--- config.mk ---
export PLATFORM = sky130hd
export DESIGN_NAME = sim_frame_sequencer
export DESIGN_NICKNAME = d
export VERILOG_FILES = /design/src/rtl/sim_seq_pkg.sv /design/src/rtl/sim_frame_sequencer_tick.sv /design/src/rtl/sim_frame_sequencer.sv
export SDC_FILE = /design/constraint.sdc
export NUM_CORES = 1
export LEC_CHECK = 0
export ABC_AREA = 0
export BUFFER_PORTS_ARGS = -buffer_cell sky130_fd_sc_hd__clkbuf_2
export CAP_MARGIN = 25
export CORE_ASPECT_RATIO = 1.4
export CORE_MARGIN = 5
export CORE_UTILIZATION = 33
export DETAILED_ROUTE_END_ITERATION = 10
export PLACE_DENSITY_LB_ADDON = 0.1
export SETUP_SLACK_MARGIN = 0.2
export SYNTH_ARGS = -nofsm -noshare
export SYNTH_HDL_FRONTEND = slang
export SYNTH_HIERARCHICAL = 1
export SYNTH_SLANG_ARGS = --single-unit
--- constraint.sdc ---
create_clock -name clk_in -period 2.3 [get_ports clk_in]
set_input_delay 0.115 -clock clk_in [delete_from_list [all_inputs] [get_ports clk_in]]
set_output_delay 0.115 -clock clk_in [all_outputs]
set_load 0.03 [all_outputs]
--- src/rtl/sim_seq_pkg.sv ---
// Shared types and defaults for the SPH frame sequencer.
//   seq_state_t      : frame-level FSM state encoding
//   DEF_READ_LATENCY : default buffer stream-port read latency in cycles
package sim_seq_pkg;
    typedef enum logic [2:0] {IDLE, START, COMPUTE, STREAM, DONE} seq_state_t;
    localparam int DEF_READ_LATENCY = 2;
endpackage

--- src/rtl/sim_frame_sequencer_tick.sv ---
// frame_tick_gen: free-running period counter for free-run frame timing.
//   clk_i  : clock
//   rst_i  : synchronous active-high reset
//   tick_o : high for one cycle when the count reaches PERIOD-1
module frame_tick_gen #(
    parameter int PERIOD = 10_000_000
) (
    input  logic clk_i,
    input  logic rst_i,
    output logic tick_o
);
    localparam int CW = (PERIOD > 1) ? $clog2(PERIOD) : 1;
    localparam logic [CW-1:0] LAST = CW'(PERIOD - 1);

    logic [CW-1:0] cnt_q, cnt_d;

    assign tick_o = (cnt_q == LAST);
    assign cnt_d  = tick_o ? '0 : cnt_q + CW'(1);

    always_ff @(posedge clk_i) begin
        if (rst_i) cnt_q <= '0;
        else       cnt_q <= cnt_d;
    end
endmodule

--- src/rtl/sim_frame_sequencer.sv ---
// sim_frame_sequencer: frame-level controller for the SPH simulator.
// Starts a frame on a free-run tick or a step button edge, kicks the
// scheduler, waits for scheduler done plus PARTICLE_COUNT update pulses,
// then streams the particle buffer out over the renderer read port.
// Ports:
//   clk_in, rst_in (sync, active high)
//   run_mode_in, step_in, clear_flags_in     : control
//   sched_done_in, update_finished_in        : completion pulses
//   sched_start_out                          : new-frame pulse to scheduler
//   stream_enable_out/addr_out/valid_out     : buffer port-C stream
//   frame_done_out, busy_out, frame_count_out: frame status
//   overrun_out, timeout_out                 : sticky error flags
//   last_frame_cycles_out                    : START->DONE cycle count
// Build option: SIM_SEQ_STATS_EN enables the frame cycle statistics;
// otherwise last_frame_cycles_out is tied to 0.
module sim_frame_sequencer
    import sim_seq_pkg::*;
#(
    parameter int PARTICLE_COUNT  = 4,
    parameter int DIMS            = 1,
    parameter int ELEMENTS        = PARTICLE_COUNT * DIMS * 2,
    parameter int ADDR_WIDTH      = $clog2(ELEMENTS),
    parameter int READ_LATENCY    = DEF_READ_LATENCY,
    parameter int FRAME_PERIOD    = 10_000_000,
    parameter int TIMEOUT_CYCLES  = 1_000_000,
    parameter int FRAME_CNT_WIDTH = 16
) (
    input  logic                       clk_in,
    input  logic                       rst_in,
    input  logic                       run_mode_in,
    input  logic                       step_in,
    input  logic                       clear_flags_in,
    input  logic                       sched_done_in,
    input  logic                       update_finished_in,
    output logic                       sched_start_out,
    output logic                       stream_enable_out,
    output logic [ADDR_WIDTH-1:0]      stream_addr_out,
    output logic                       stream_valid_out,
    output logic                       frame_done_out,
    output logic                       busy_out,
    output logic [FRAME_CNT_WIDTH-1:0] frame_count_out,
    output logic                       overrun_out,
    output logic                       timeout_out,
    output logic [31:0]                last_frame_cycles_out
);
    localparam int UPD_W = $clog2(PARTICLE_COUNT + 1);
    localparam int WD_W  = $clog2(TIMEOUT_CYCLES + 1);
    localparam int SC_W  = $clog2(ELEMENTS + READ_LATENCY + 2);
    localparam logic [UPD_W-1:0] UPD_FULL = UPD_W'(PARTICLE_COUNT);
    localparam logic [WD_W-1:0]  WD_LAST  = WD_W'(TIMEOUT_CYCLES - 1);
    localparam logic [SC_W-1:0]  SC_ELEM  = SC_W'(ELEMENTS);
    localparam logic [SC_W-1:0]  SC_LAST  = SC_W'(ELEMENTS + READ_LATENCY);

    seq_state_t                 state_q, state_d;
    logic                       step_q;
    logic [UPD_W-1:0]           upd_cnt_q, upd_cnt_d, upd_next;
    logic                       seen_done_q, seen_done_d;
    logic [WD_W-1:0]            wd_q, wd_d;
    logic [SC_W-1:0]            scnt_q, scnt_d;
    logic                       en_q, en_d;
    logic [ADDR_WIDTH-1:0]      addr_q, addr_d;
    logic [READ_LATENCY-1:0]    vld_pipe_q;
    logic [FRAME_CNT_WIDTH-1:0] fcnt_q, fcnt_d;
    logic                       ovr_q, ovr_d, tmo_q, tmo_d, tmo_set;
    logic                       tick, step_edge, trigger, done_now;

    frame_tick_gen #(.PERIOD(FRAME_PERIOD)) u_tick (
        .clk_i  (clk_in),
        .rst_i  (rst_in),
        .tick_o (tick)
    );

    assign step_edge = step_in & ~step_q;
    assign trigger   = run_mode_in ? tick : step_edge;
    // Same-cycle pulses count toward the exit condition.
    assign done_now  = seen_done_q | sched_done_in;
    assign upd_next  = (update_finished_in && upd_cnt_q != UPD_FULL)
                     ? upd_cnt_q + UPD_W'(1) : upd_cnt_q;

    always_comb begin
        state_d     = state_q;
        upd_cnt_d   = upd_cnt_q;
        seen_done_d = seen_done_q;
        wd_d        = wd_q;
        scnt_d      = scnt_q;
        en_d        = 1'b0;
        addr_d      = addr_q;
        fcnt_d      = fcnt_q;
        tmo_set     = 1'b0;
        case (state_q)
            IDLE: if (trigger) state_d = START;
            START: begin
                state_d     = COMPUTE;
                upd_cnt_d   = '0;
                seen_done_d = 1'b0;
                wd_d        = '0;
                scnt_d      = '0;
            end
            COMPUTE: begin
                seen_done_d = done_now;
                upd_cnt_d   = upd_next;
                wd_d        = wd_q + WD_W'(1);
                // Completion beats the watchdog when both land together.
                if (done_now && upd_next == UPD_FULL) begin
                    state_d = STREAM;
                end else if (wd_q == WD_LAST) begin
                    tmo_set = 1'b1;
                    state_d = IDLE;
                end
            end
            STREAM: begin
                // Port signals are registered: count k drives address k
                // on the following cycle, then READ_LATENCY drain cycles.
                scnt_d = scnt_q + SC_W'(1);
                if (scnt_q < SC_ELEM) begin
                    en_d   = 1'b1;
                    addr_d = scnt_q[ADDR_WIDTH-1:0];
                end
                if (scnt_q == SC_LAST) state_d = DONE;
            end
            DONE: begin
                state_d = IDLE;
                fcnt_d  = fcnt_q + FRAME_CNT_WIDTH'(1);
            end
            default: state_d = IDLE;
        endcase
    end

    // Set wins over clear for the sticky flags.
    assign ovr_d = (tick & run_mode_in & (state_q != IDLE)) | (ovr_q & ~clear_flags_in);
    assign tmo_d = tmo_set | (tmo_q & ~clear_flags_in);

    always_ff @(posedge clk_in) begin
        if (rst_in) begin
            state_q     <= IDLE;
            step_q      <= 1'b0;
            upd_cnt_q   <= '0;
            seen_done_q <= 1'b0;
            wd_q        <= '0;
            scnt_q      <= '0;
            en_q        <= 1'b0;
            addr_q      <= '0;
            vld_pipe_q  <= '0;
            fcnt_q      <= '0;
            ovr_q       <= 1'b0;
            tmo_q       <= 1'b0;
        end else begin
            state_q     <= state_d;
            step_q      <= step_in;
            upd_cnt_q   <= upd_cnt_d;
            seen_done_q <= seen_done_d;
            wd_q        <= wd_d;
            scnt_q      <= scnt_d;
            en_q        <= en_d;
            addr_q      <= addr_d;
            vld_pipe_q[0] <= en_q;
            for (int i = 1; i < READ_LATENCY; i++) vld_pipe_q[i] <= vld_pipe_q[i-1];
            fcnt_q      <= fcnt_d;
            ovr_q       <= ovr_d;
            tmo_q       <= tmo_d;
        end
    end

`ifdef SIM_SEQ_STATS_EN
    logic [31:0] cyc_q, last_q;
    // cyc_q reads 1 on the cycle after START, so on DONE it equals DONE-START.
    always_ff @(posedge clk_in) begin
        if (rst_in) begin
            cyc_q  <= '0;
            last_q <= '0;
        end else begin
            if (state_q == START)                     cyc_q <= 32'd1;
            else if (state_q != IDLE && cyc_q != '1)  cyc_q <= cyc_q + 32'd1;
            if (state_q == DONE)                      last_q <= cyc_q;
        end
    end
    assign last_frame_cycles_out = last_q;
`else
    assign last_frame_cycles_out = '0;
`endif

    assign sched_start_out   = (state_q == START);
    assign frame_done_out    = (state_q == DONE);
    assign busy_out          = (state_q != IDLE);
    assign stream_enable_out = en_q;
    assign stream_addr_out   = addr_q;
    assign stream_valid_out  = vld_pipe_q[READ_LATENCY-1];
    assign frame_count_out   = fcnt_q;
    assign overrun_out       = ovr_q;
    assign timeout_out       = tmo_q;
endmodule

Word-level counts from Yosys, hierarchy flattened
Cells that the tools add are included.
{ "word_totals": {"regBits": 80, "in_bits": 7, "output_inout_bits": 58, "elab_cells": 67} }
{ "classes": {"add_sub_neg": 5, "order_cmp": 1, "eq_ne": 12, "mux": 15, "bitwise_logic": 11, "reduce_logical": 10} }
{ "ops": {"columns": ["op", "count"], "rows": [
  ["one-hot mux 20 bit (2 select lines)", 1],
  ["adder 24 x 1 -> 24 bit (second input constant)", 1],
  ["equality test 24 bit (second input constant)", 1],
  ["adder 20 x 1 -> 20 bit (second input constant)", 1],
  ["equality test 20 bit (second input constant)", 1],
  ["adder 16 x 1 -> 16 bit (second input constant)", 1],
  ["two-way mux 3 bit", 5],
  ["one-hot mux 3 bit (4 select lines)", 1],
  ["one-hot mux 4 bit (2 select lines)", 1],
  ["equality test 3 x 2 -> 1 bit (second input constant)", 2],
  ["equality test 3 bit (second input constant)", 2],
  ["inequality test 3 bit (second input constant)", 2],
  ["one-hot mux 3 bit (2 select lines)", 1],
  ["AND 1 bit", 5],
  ["two-way mux 1 bit", 5],
  ["adder 4 x 1 -> 4 bit (second input constant)", 1],
  ["equality test 4 bit (second input constant)", 1],
  ["< comparator 4 bit (second input constant)", 1],
  ["inequality test 2 bit (second input constant)", 2],
  ["nonzero test 2 bit", 2],
  ["OR reduction 2 bit", 2],
  ["adder 3 x 1 -> 3 bit (second input constant)", 1],
  ["equality test 3 x 1 -> 1 bit (second input constant)", 1],
  ["logical NOT 3 bit", 1],
  ["7 further kinds", 12]
]} }

Longest topological paths before layout
Gate-level depths: netlist of the first run.
{ "depth": {"ltp_word": 8, "depth_mapped": 8, "mapped_depth_nobuf": 7} }

Hierarchy
The synthesis of the first run kept the hierarchy.
{ "modules_own_cells": {"columns": ["mod", "instances", "cells_each", "area_each_um2", "seq_area_each_um2"], "rows": [
  ["sim_frame_sequencer", 1, 357, 3019.1, 1121.1],
  ["frame_tick_gen", 1, 133, 1103.6, 480.5]
]} }

Worst setup path before layout of the first run
OpenSTA, ideal clock, no wires.
{ "synth_timing": {"path_type": "register to register", "start": "register u_tick.cnt_q[0]", "end": "register u_tick.cnt_q[20]", "setup_time_ns": 0.071, "arrival_ns": 1.890, "t_required_ns": 2.229, "setup_slack_ns": 0.340, "stages_incl_launch_ff": 7, "path_buffers": 1, "period_less_slack_ns": 1.960, "path_cell_list": "dfxtp_1 -> ha_1 -> nand4_1 -> or4_1 -> buf_2 -> or4_1 -> a21oi_1"} }
{ "synth_via": {"elab_chain_cells": 2, "word_cells_on_any_way": 3, "classes_between": "add/sub (1); eq/ne (1); reduce/logical (1)"} }
{ "synth_rtl": {"columns": ["element", "line_no", "rtl"], "rows": [
  ["start, declared", "sim_frame_sequencer_tick.sv:15", "logic [CW-1:0] cnt_q, cnt_d;"],
  ["start signal, assigned", "sim_frame_sequencer_tick.sv:22", "else cnt_q <= cnt_d;"],
  ["branches (longest 2 deep; another with adder 24 x 1 -> 24 bit)", null, null]
]} }
Parallel ways; which one is timed is not known.
A chain may end at the register's enable or synchronous reset.

Worst setup path in the final report of the first run
{ "layout_timing": {"start": "register u_tick.cnt_q[3]", "end": "register u_tick.cnt_q[20]"} }
Same word-level chain as after synthesis.

==> impl_metrics.tcl, run 1 <==
set metrics [dict create \
    outcome "completed" \
    wl_per_cell_um 13.8 \
    io_pins 65 \
    maxSlewHeadroom_pct 66.3 \
    syn_inst 490 \
    first_pass_iters 4 \
    grt_use_total_pct 13.1 \
    grt_max_degree 21 \
    die_area_mm2 0.0149 \
    cts.clk_slew.worst_paths_ns 0.06 \
    pwr-share-seq_pct 45.2 \
    combPwrFrac_pct 5.0 \
    chipWidth_um 104 \
    gp_congestion 0.793 \
    viasPerCell 5.10 \
    maxCapViolCount 0 \
    leakagePower_nw 1.71 \
    finalSetupViolations 0 \
    layout_common_cells "dfxtp_1 (80), nor2_1 (56), a21oi_1 (41)" \
    fin_crit_sh_pct 88.9 \
    tightest_slew_ns 0.504 \
    drc 0 \
    arrival_ns 2.31 \
    p_sw_w 0.000698 \
    hpwl_um 6850 \
    final_layout_size_suffix_gt1_share_pct 15.1 \
    internal-power_w 0.00240 \
    synth_edf_count 0 \
    ys_ff_latch 80 \
    portBuffers 32 \
    ctsHtreeMaxLevel 3 \
    fmax_ghz 0.489 \
    yosysUniqueCellTypes 57 \
    power_frac_clock_pct 49.8 \
    cp-start-kind "flip-flop" \
    rsz0062_at_grt "true" \
    tritoncts "yes" \
    drtAntennaViolNets 0 \
    syn_area_mm2 0.00412 \
    min_period_ns 2.04 \
    cts.sinks 80 \
    drt-initial-drc-count 106 \
    required_ns 2.57 \
    fp.coreArea_mm2 0.0123 \
    timing.final.max_slew_violations 0 \
    synthArstFlopShare_pct 0 \
    yosysWarningCount 6 \
    dpl_cell_area_mm2 0.00435 \
    finClkSkew_ns 0.00934 \
    syn_to_final_growth_pct 13.9 \
    end_kind "flip-flop" \
    clockBufferDepth 2 \
    swShare_pct 22.6 \
    grt_antenna_before_repair 0 \
    clockRootBuffer "clkbuf_16" \
    rr_worst_depth 4 \
    rows 48 \
    dr_total_vias 3465 \
    antenna_cells 0 \
    final_common_cell "dfxtp_1" \
    cts_made_buffers 9 \
    grt_pass1_vias 3404 \
    avgSynthCellArea_um2 8.41 \
    total_power_w 0.00309 \
    final_area_mm2 0.00469 \
    holdPathStages 3 \
    routed_wl_um 9390 \
    cp_max_fo 10 \
    nets 540 \
    peakVddDrop_mv 0.303 \
    synth_ff_type "dfxtp_1" \
    grt_pass1_wl_um 16300 \
    synth-seq-area-share_pct 38.8 \
    dieHeight_um 142 \
    finalHoldViolCount 0 \
    grt-ovfl-total 0 \
    critical_path_class "reg -> reg" \
    clk_latency_ns 0.33 \
    powerDensity_mw_per_mm2 659 \
    hold_class "in -> reg" \
    start_util_pct 33.5 \
    tns_ns 0 \
]
[worst paths after layout]
path / from / slack [ns] / endpoint
setup / recovery: u_tick/cnt_q[3] / 0.26 / u_tick/cnt_q[20]
hold / removal: sched_done_in / 0.03 / seen_done_q
setup reg to reg: u_tick/cnt_q[3] / 0.26 / u_tick/cnt_q[20]
hold reg to reg: vld_pipe_q[0] / 0.44 / vld_pipe_q[1]
[cell families after synthesis]
logic type      count (synthesis)  synth area share [%]
compound gates                 90                  13.2
mux                             7                  1.82
xor+xnor                       22                  4.67
fa+ha+maj                       7                  2.12
flops                          80                  38.8
simple gates                  216                  29.6
other cells                     1                0.0910
buf+inv                        67                  9.65
[cell type report]
| cell class | instances | area, um^2 |
|---|---|---|
| clock inverter | 5 | 81.3 |
| fill | 1274 | 7620 |
| tap | 150 | 188 |
| sequential | 80 | 1600 |
| timing repair buffer | 46 | 268 |
| clock buffer | 10 | 239 |
| multi-input combinational | 374 | 2260 |
| inverter | 15 | 56.3 |
[metal layers]
layer	track usage, %	routed length [um]	vias up	part of all wire, %
met5	0	0	-	0
met4	4.71	135	0	1.4
li1	-	-	1760	-
met2	23.2	4790	52	51
met3	2.63	300	11	3.2
met1	15.7	4170	1642	44
[sequential cells by signal, summed over array words and instances (netlist names)]
signal / cells
frame_count_out: 16
overrun_out: 1
scnt_q: 4
seen_done_q: 1
state_q: 3
step_q: 1
stream_addr_out: 3
stream_enable_out: 1
timeout_out: 1
u_tick/cnt_q: 24
upd_cnt_q: 3
vld_pipe_q: 2
wd_q: 20
[critical path, cell delays in order, from the launching register on]
cell	delay, ns
dfxtp_1	0.45
nand4_4	0.20
or4_1	0.68
or4_1	0.50
a21oi_1	0.15
[power groups by stage]
stage               sequential, W  combinational, W  clock [W]
detailed placement        0.00143          0.000152          0
finish                    0.00140          0.000154    0.00154
global route              0.00140          0.000167    0.00166
global placement          0.00143          0.000151          0
floorplan                 0.00143          0.000163          0
CTS                       0.00140          0.000153    0.00159
[Yosys cell counts (11+ instances only)]
cell | count | area, um^2
clkbuf_1 | 11 | 41.3
a21oi_1 | 41 | 205
nor3_1 | 16 | 80.1
nand4_1 | 12 | 75.1
nor2_1 | 56 | 210
or3_1 | 14 | 87.6
nand3_1 | 15 | 75.1
o21ai_0 | 19 | 95.1
nand2_1 | 32 | 120
dfxtp_1 | 80 | 1600
inv_1 | 14 | 52.6
buf_4 | 34 | 255
xnor2_1 | 17 | 149
[stage by stage]
| stage | utilization (%) | hold WS, ns | setup WS (ns) | cells |
|---|---|---|---|---|
| floorplan | - | 0.184 | 0.340 | 521 |
| global placement | 35.3 | 0.343 | 0.250 | 664 |
| detailed placement | 35.3 | 0.349 | 0.284 | 664 |
| CTS | 38.0 | 0.0244 | 0.270 | 680 |
| global route | 38.1 | 0.0426 | 0.192 | 680 |
| finish | 38.1 | 0.0343 | 0.256 | 680 |
[repair_timing]
item                                    in CTS  in global routing
gates resized for setup                      0                  3
buffers inserted                             0                  0
hold endpoints to repair                     1                  0
hold buffers                                 1                  0
endpoints found under the setup margin       0                  3
No activity file was read; power rests on OpenSTA's default activity.
==> inputs of run 2 (changes only) <==
Settings changed: CORE_MARGIN 5 to 2.
==> impl_metrics.tcl, run 2 (synthesis results as in run 1) <==
set metrics [dict create \
    die_area_mm2 0.0134 \
    timing.final.max_slew_violations 0 \
    chipWidth_um 98.5 \
    wl_met2_um 4850 \
    grt_pass1_vias 3231 \
    ctsHtreeMaxLevel 3 \
    outcome "completed" \
    cts_made_buffers 9 \
    finClkSkew_ns 0.00605 \
    dr_total_vias 3482 \
    top_layer "met4" \
    fp.coreArea_mm2 0.0123 \
    end_kind "flip-flop" \
    hold_start "clear_flags_in" \
    maxCapViolCount 0 \
    portBuffers 32 \
    wl_met3_um 262 \
    drtAntennaViolNets 0 \
    grt-ovfl-total 0 \
    final_common_cell "dfxtp_1" \
    cp_max_fo 5 \
    holdPathStages 2 \
    rsz0062_at_grt "true" \
    largest-register "u_tick/cnt_q" \
    drt-initial-drc-count 98 \
    final_cells 681 \
    hold_class "in -> reg" \
    clockRootBuffer "clkbuf_16" \
    cts_setup_buffers 0 \
    dieHeight_um 136 \
    cp-start-kind "flip-flop" \
    viasPerCell 5.11 \
    gp_congestion 0.778 \
    min_period_ns 2.01 \
    powerDensity_mw_per_mm2 618 \
    grt_max_degree 23 \
    peakVddDrop_mv 0.376 \
    finalHoldViolCount 0 \
    hold_end "timeout_out" \
    arrival_ns 2.27 \
    grt_antenna_before_repair 0 \
    hpwl_um 6790 \
    critical_path_class "reg -> reg" \
    drc 0 \
    drt-met1-wl_um 3960 \
    layout_common_cells "dfxtp_1 (80), nor2_1 (56), a21oi_1 (41)" \
    whs_ns 0.00828 \
    maxSlewHeadroom_pct 63.4 \
    largest_reg_flops 24 \
    timing.rr.start "u_tick/cnt_q[17]" \
    rrSetupSlack_ns 0.29 \
    grt_use_total_pct 14.0 \
    fmax_ghz 0.498 \
    required_ns 2.56 \
    cts.sinks 80 \
    grt_pass1_wl_um 15300 \
    syn_to_final_growth_pct 12.9 \
    clockBufferDepth 2 \
    final_layout_size_suffix_gt1_share_pct 15.6 \
    io_pins 65 \
    cts.clk_slew.worst_paths_ns 0.06 \
    tritoncts "yes" \
    first_pass_iters 4 \
    antenna_cells 0 \
    nets 541 \
    routed_wl_um 9240 \
    wl_per_cell_um 13.6 \
    start_util_pct 33.6 \
    rows 48 \
    finalSetupViolations 0 \
    final_util_pct 38.0 \
    rr_worst_depth 8 \
    tightest_slew_ns 0.547 \
    tns_ns 0 \
    leakagePower_nw 1.70 \
    placed_cells 666 \
    fin_crit_sh_pct 87.4 \
    r2r-end "state_q[0]" \
    clk_latency_ns 0.33 \
]
run 2: where the power goes:
| group | switching [W] | internal [W] | leakage, nW |
|---|---|---|---|
| Sequential | 0.00000656 | 0.00139 | 0.645 |
| Clock | 0.000568 | 0.000754 | 0.138 |
| Combinational | 0.000124 | 0.0000289 | 0.919 |
run 2: layout make-up:
| class | instances | area (um^2) |
|---|---|---|
| flip-flops and latches | 80 | 1600 |
| clock inverters | 5 | 32.5 |
| clock buffers | 10 | 239 |
| multi-input cells | 374 | 2260 |
| inverters | 15 | 56.3 |
| fillers | 1325 | 7600 |
| well taps | 150 | 188 |
| repair buffers | 47 | 273 |
run 2: per-layer routing:
layer,track usage [%],vias up
met2,25.3,52
met4,5.71,0
li1,-,1762
met5,0,-
met3,3.03,12
met1,16.0,1656
run 2: stage by stage:
step | power (W) | cell area (um^2) | worst slack, ns
final | 0.00287 | 4650 | 0.290
after global routing | 0.00300 | 4650 | 0.202
after CTS | 0.00292 | 4640 | 0.219
after detailed placement | 0.00158 | 4370 | 0.257
after global placement | 0.00158 | 4370 | 0.145
after floorplan | 0.00159 | 4240 | 0.340
run 2: how the worst max path moves through the flow:
stage	start	end	depth (start not counted)
floorplan	u_tick/cnt_q[0]	u_tick/cnt_q[20]	6
global placement	u_tick/cnt_q[14]	state_q[0]	8
detailed placement	u_tick/cnt_q[17]	state_q[0]	8
CTS	u_tick/cnt_q[17]	state_q[0]	8
global route	u_tick/cnt_q[14]	state_q[0]	8
finish	u_tick/cnt_q[17]	state_q[0]	8
run 2: timing repair:
item                                    4_1_cts  5_1_grt
hold buffers                                  0        0
endpoints found under the setup margin        0        3
gates resized for setup                       0        3
run 2: critical path, stage by stage, from the launching register on:
cell,delay (ns)
dfxtp_1,0.34
nor4b_1,0.50
nand2_1,0.18
nor4_2,0.39
buf_4,0.18
nand2_1,0.05
a21oi_1,0.12
nor2_1,0.05
a21oi_1,0.14
